$ cat config.mk
export PLATFORM = sky130hd
export DESIGN_NAME = mem_arbiter
export DESIGN_NICKNAME = d
export VERILOG_FILES = /design/src/rtl/mem_arb_pkg.sv /design/src/rtl/mem_arb_pick.sv /design/src/rtl/mem_arbiter.sv
export SDC_FILE = /design/constraint.sdc
export NUM_CORES = 1
export LEC_CHECK = 0
export BUFFER_PORTS_ARGS = -buffer_cell sky130_fd_sc_hd__buf_2
export CAP_MARGIN = 20
export CORE_ASPECT_RATIO = 1.75
export CORE_MARGIN = 2
export CORE_UTILIZATION = 40
export CTS_CLUSTER_DIAMETER = 200
export DETAILED_ROUTE_END_ITERATION = 12
export PLACE_DENSITY_LB_ADDON = 0.08
export SYNTH_ARGS = -nofsm -noshare
export SYNTH_HDL_FRONTEND = slang
export SYNTH_HIERARCHICAL = 1
export SYNTH_SLANG_ARGS = --single-unit
$ cat constraint.sdc
create_clock -name clk -period 3.3 [get_ports clk]
set_clock_uncertainty 0.15 [all_clocks]
set_input_delay 0.99 -clock clk [delete_from_list [all_inputs] [get_ports clk]]
set_output_delay 0.99 -clock clk [all_outputs]
set_load 0.03 [all_outputs]
$ cat src/rtl/mem_arb_pkg.sv
// Shared types and default sizes for the two-port RAM arbiter.
// Latency: n/a (types only).
// Backpressure: n/a (types only).
package mem_arb_pkg;

    localparam int DATA_W_DEF = 16;
    localparam int ADDR_W_DEF = 5;

    typedef enum logic [1:0] {
        IDLE   = 2'd0,
        ACCESS = 2'd1,
        RESP   = 2'd2
    } arb_state_t;

    typedef logic req_id_t;

endpackage

$ cat src/rtl/mem_arb_pick.sv
// Grant decision between two requesters; round-robin when MEM_ARB_RR_EN is defined, else requester 0 wins.
// Latency: purely combinational.
// Backpressure: none; the caller decides whether the grant is consumed.
module mem_arb_pick
    import mem_arb_pkg::*;
(
    input  logic    valid0,
    input  logic    valid1,
    input  req_id_t last_grant,
    output req_id_t grant,
    output logic    grant_valid
);

    // Pick a requester; on a tie either alternate or favour requester 0
    always_comb begin
        grant_valid = valid0 | valid1;
        grant       = 1'b0;
        if (valid0 && valid1) begin
`ifdef MEM_ARB_RR_EN
            grant = ~last_grant;
`else
            grant = 1'b0;
`endif
        end else if (valid1) begin
            grant = 1'b1;
        end
    end

`ifndef MEM_ARB_RR_EN
    // Fixed priority ignores history
    logic unused_last_grant;
    assign unused_last_grant = last_grant;
`endif

endmodule

$ cat src/rtl/mem_arbiter.sv
// Two-requester arbiter for a single-port RAM (IDLE -> ACCESS -> RESP); tie-break set by MEM_ARB_RR_EN.
// Latency: accept at cycle N, RAM strobe at N+1, response pulse at N+2; one transaction per 3 cycles.
// Backpressure: ready is low outside IDLE and for the losing requester; waiting requests hold valid.
module mem_arbiter
    import mem_arb_pkg::*;
#(
    parameter int DATA_W = DATA_W_DEF,
    parameter int ADDR_W = ADDR_W_DEF
)
(
    input  logic              clk,
    input  logic              rst,
    input  logic              req0_valid,
    output logic              req0_ready,
    input  logic              req0_we,
    input  logic [ADDR_W-1:0] req0_addr,
    input  logic [DATA_W-1:0] req0_wdata,
    output logic              rsp0_valid,
    output logic [DATA_W-1:0] rsp0_rdata,
    input  logic              req1_valid,
    output logic              req1_ready,
    input  logic              req1_we,
    input  logic [ADDR_W-1:0] req1_addr,
    input  logic [DATA_W-1:0] req1_wdata,
    output logic              rsp1_valid,
    output logic [DATA_W-1:0] rsp1_rdata,
    output logic              ram_en,
    output logic              ram_we,
    output logic [ADDR_W-1:0] ram_addr,
    output logic [DATA_W-1:0] ram_wdata,
    input  logic [DATA_W-1:0] ram_rdata
);

    arb_state_t        state, state_nxt;
    req_id_t           grant, last_grant, cmd_id;
    logic              grant_valid, accept;
    logic              cmd_we;
    logic [ADDR_W-1:0] cmd_addr;
    logic [DATA_W-1:0] cmd_wdata;

    mem_arb_pick u_pick (
        .valid0      (req0_valid),
        .valid1      (req1_valid),
        .last_grant  (last_grant),
        .grant       (grant),
        .grant_valid (grant_valid)
    );

    // State register
    always_ff @(posedge clk) begin
        if (rst) state <= IDLE;
        else     state <= state_nxt;
    end

    // Next state and all outputs; rst gates everything so an in-flight access never reaches the RAM
    always_comb begin
        state_nxt  = state;
        accept     = 1'b0;
        req0_ready = 1'b0;
        req1_ready = 1'b0;
        ram_en     = 1'b0;
        ram_we     = 1'b0;
        ram_addr   = '0;
        ram_wdata  = '0;
        rsp0_valid = 1'b0;
        rsp1_valid = 1'b0;
        rsp0_rdata = '0;
        rsp1_rdata = '0;
        if (!rst) begin
            case (state)
                IDLE: begin
                    if (grant_valid) begin
                        accept     = 1'b1;
                        req0_ready = (grant == 1'b0) && req0_valid;
                        req1_ready = (grant == 1'b1) && req1_valid;
                        state_nxt  = ACCESS;
                    end
                end
                ACCESS: begin
                    ram_en    = 1'b1;
                    ram_we    = cmd_we;
                    ram_addr  = cmd_addr;
                    ram_wdata = cmd_wdata;
                    state_nxt = RESP;
                end
                RESP: begin
                    if (cmd_id == 1'b0) begin
                        rsp0_valid = 1'b1;
                        rsp0_rdata = cmd_we ? '0 : ram_rdata;
                    end else begin
                        rsp1_valid = 1'b1;
                        rsp1_rdata = cmd_we ? '0 : ram_rdata;
                    end
                    state_nxt = IDLE;
                end
                default: state_nxt = IDLE;
            endcase
        end
    end

    // Capture the winning command so later input changes cannot disturb it
    always_ff @(posedge clk) begin
        if (rst) begin
            cmd_id     <= 1'b0;
            cmd_we     <= 1'b0;
            cmd_addr   <= '0;
            cmd_wdata  <= '0;
            last_grant <= 1'b1;
        end else if (accept) begin
            cmd_id     <= grant;
            cmd_we     <= grant ? req1_we    : req0_we;
            cmd_addr   <= grant ? req1_addr  : req0_addr;
            cmd_wdata  <= grant ? req1_wdata : req0_wdata;
            last_grant <= grant;
        end
    end

endmodule
# --- Word level (Yosys, flattened, before mapping) ---
# Cells that the tools add are included.
word_totals:
  regBits: 25
  inputBits: 64
  wordCells: 51
op_classes:
  n_eq_ne: 3
  n_mux: 37
  bitwise: 2
  reduce_logical: 4
op_table:
  columns: ["cell", "n"]
  rows:
  - ["$mux 16", 10]
  - ["$mux 1", 22]
  - ["$mux 5", 3]
  - ["$pmux 2 s2", 1]
  - ["$logic_and 1x1->1", 3]
  - ["$eq 2x1->1 const B", 1]
  - ["$eq 2x2->1 const B", 1]
  - ["$logic_not 2->1", 1]
  - ["$mux 2", 1]
  - ["$ne 2x2->1 const B", 1]
  - ["$not 1->1", 1]
  - ["$or 1x1->1", 1]

# --- Logic depth before layout (Yosys ltp) ---
logic_depth:
  depth_word: 7
  ltp_mapped: 7
  mapped_depth_nobuf: 5

# --- Hierarchy ---
# The synthesis kept the hierarchy.
by_module_without_submodules:
  columns: ["module", "n_inst", "cells_each", "area_each_um2"]
  rows:
  - ["mem_arbiter", 1, 194, 1556.5]
  - ["mem_arb_pick", 1, 2, 12.5]

# --- Least setup slack after synthesis ---
# Ideal clock, no wire load.
synth_path:
  path_kind: "in2out"
  from: "in rst"
  to: "out req0_ready"
  arrival_time_ps: 2376
  path_slack_ps: -216
  stages: 3
  n_path_buf: 1
  cell_sequence: "buf_6 > or4b_4 > nor3b_1"
synth_between:
  elab_chain_cells: 1
synth_rtl:
  columns: ["item", "line_no", "rtl"]
  rows:
  - ["start: declaration", "mem_arbiter.sv:12", "input logic rst,"]
  - ["$mux 1", "mem_arbiter.sv:69", "if (!rst) begin"]
  - ["end: declaration", "mem_arbiter.sv:14", "output logic req0_ready,"]
# Every way passes these cells.

# --- Final worst setup path ---
layout_path:
  from: "in req1_valid"
  to: "out req1_ready"
layout_rtl:
  columns: ["item", "line_no", "rtl"]
  rows:
  - ["start: declaration", "mem_arbiter.sv:20", "input logic req1_valid,"]
  - ["$or 1x1->1", "mem_arb_pick.sv:16", "grant_valid = valid0 | valid1;"]
  - ["net grant_valid", "mem_arbiter.sv:36", "logic grant_valid, accept;"]
  - ["$mux 1", "mem_arbiter.sv:72", "if (grant_valid) begin"]
  - ["$mux 1", "mem_arbiter.sv:70", "case (state)"]
  - ["$mux 1", "mem_arbiter.sv:69", null]
  - ["end: declaration", "mem_arbiter.sv:21", "output logic req1_ready,"]
# The timed path passes the listed nets, and every way through them passes these cells.

==> run summary <==
Average wire per standard cell: 11.6 um
Max-Cap Viols: 0
Cell mode on critical path: buf_2
Drt total wl: 4130 um
Fraction of layout cells with a size suffix above 1: 46.6%
Pins Over Slew Limit: 0
Setup_tns: 0 ns
N_diodes: 0
Post-route ant nets: 0
Clock sinks: 25
Worst endpoint required time: 2.16 ns
Core box area: 3660 um2
Number of global-route vias before repair: 1501
Max Buffers Root-to-Sink: 2
HP Class: reg -> reg
Flop2flop setup slack: 1.36 ns
Chip width: 50.9 um
RSZ-0062 raised after global routing: no
Synthesized area: 1540 um2
Site row count: 29
Fin util: 61.6%
Skew-Pair Late Insertion Delay: 0.26 ns
Worst vdd rail ir drop: 0.000235 V
Clock network power share: 25.1%
Reg2Reg Capture Point: cmd_addr[2]
Tmin final: 3.21 ns
Port bufs: 122
NetSw: 0.217 mW
CP max stage cell: or4b_4
Hold Buf Count CTS: 0
Crit Reg-Reg Startpoint: state[1]
Critical Path AT: 2.07 ns
Overall routing resource usage: 18.6%
Post-placement cell area: 2210 um2
Clock slew at reported path FFs: 0.09 ns
CP endpoint: req1_ready
# DRC: 0
Sequential fraction of design power: 47.7%
Routability congestion estimate: 0.729
Placed cells: 353
Clk root buf: clkbuf_8
Least-Margin Pin Slew: 0.446 ns
Total CTS buffers: 3
Fin crit share: 97.4%
Switch share: 30.1%
Total number of vias: 1668
Synth warn: 6
Comb power frac: 27.2%
Initial Util: 42.0%
DR pass1 iterations: 2
Crit path max fanout: 3
Outcome: finished, final reports clean
Final nets: 376
Largest net degree at the start of global routing: 47
Syn Area/Cell: 7.98 um2
CP endpoint kind: output pin
Final hold vios: 0
Pwr Density: 320 nW/um2
Final setup viols: 0
Routed vias/inst: 4.67
Resize count post-CTS: 0
CTS tree: built
I/O pins: 123
Syn Inst Count: 193
Fillers: 379
Post-CTS setup buffers: 0
Syn nets: 257
Die span in y: 86.1 um
Crit path kind: in -> out
Hold slack: 0.330 ns
CP cell instances: buf_2 > or2_1 > or4b_4 > inv_2 > and3_4 > buf_2
R2R cell count: 5
Fin cells: 357
Hold Crit Start: cmd_id
DP HPWL: 3170 um
Initial antenna violation count: 0
Post-route design area: 2260 um2
Area growth, synth to finish: 46.6%
Gr ovfl total: 0
P_leak: 1.21 nW
CP Launch Point: req1_valid
Int Pwr: 0.505 mW
Maximum clock frequency: 311 MHz
Worst setup SP type: input port
Initial DRC Count: 22
DIE AREA: 4380 um2
H-tree levels: 1
Max stage delay on crit path: 0.48 ns
Slew HR: 70.3%
First-pass GRT wire length: 6490 um
## worst max-delay path: cells and delay by family
family                 cells  cell delay [ns]
AND/OR/NAND/NOR            3             0.74
buffers and inverters      3             0.35
## layout make-up
| cell class | count | area (um2) | share of cell area, % |
|---|---|---|---|
| Clock inverter | 1 | 7.51 | 0.332 |
| Inverter | 3 | 11.3 | 0.499 |
| Sequential cell | 25 | 500 | 22.2 |
| Tap cell | 46 | 57.6 | 2.55 |
| Timing Repair Buffer | 130 | 683 | 30.2 |
| Clock buffer | 3 | 41.3 | 1.83 |
| Multi-Input combinational cell | 149 | 957 | 42.4 |
## sequential cells by signal, summed over array words and instances, names as in the netlist
name and flops:
cmd_wdata 16, cmd_addr 5, state 2, cmd_id 1, cmd_we 1
## worst min-delay path by stage
| stage | cells after the start | endpoint | slack [ns] |
|---|---|---|---|
| after floorplan | 2 | cmd_id | 0.29 |
| after global placement | 2 | cmd_id | 0.31 |
| after detailed placement | 2 | cmd_id | 0.31 |
| after CTS | 2 | cmd_id | 0.32 |
| after global routing | 2 | cmd_id | 0.34 |
| final | 2 | cmd_id | 0.33 |
## metrics by stage
step	total power [mW]	setup slack, ns
floorplan	0.484	0.0133
global placement	0.546	0.0936
detailed placement	0.550	0.0848
CTS	0.733	0.0838
global route	0.767	0.0198
finish	0.722	0.0865
## metal layers
metal  vias up  track usage (%)  part of all wire (%)  routed length (um)
met5         -                0                     0                   0
met4         0             5.16                  0.85                  35
met3         2             4.01                   7.5                 311
met2        75             35.8                    50                2070
met1       709             19.3                    41                1710
li1        882                -                     -                   -
## power by group through the flow
stage	logic, mW	clock network [mW]	registers (mW)
after global routing	0.216	0.202	0.350
after CTS	0.199	0.189	0.345
after global placement	0.195	0	0.351
after detailed placement	0.198	0	0.352
final	0.197	0.181	0.344
after floorplan	0.139	0	0.346
## cells in the final DEF (no fill, tap or decap)
cell,count
a211oi_2,5
nor2_1,55
mux2i_1,22
a21oi_1,1
a211oi_1,17
or2_1,1
and3_4,1
nand3_1,1
clkinvlp_4,1
inv_1,2
nand2b_1,16
buf_12,1
nor3b_1,1
and2_1,22
clkbuf_8,3
buf_2,122
nor2b_4,1
dfxtp_1,25
nand3b_1,1
inv_2,1
buf_4,7
nor3b_2,2
or4b_4,1
nand2_1,2
No activity file was read; power rests on OpenSTA's default activity.
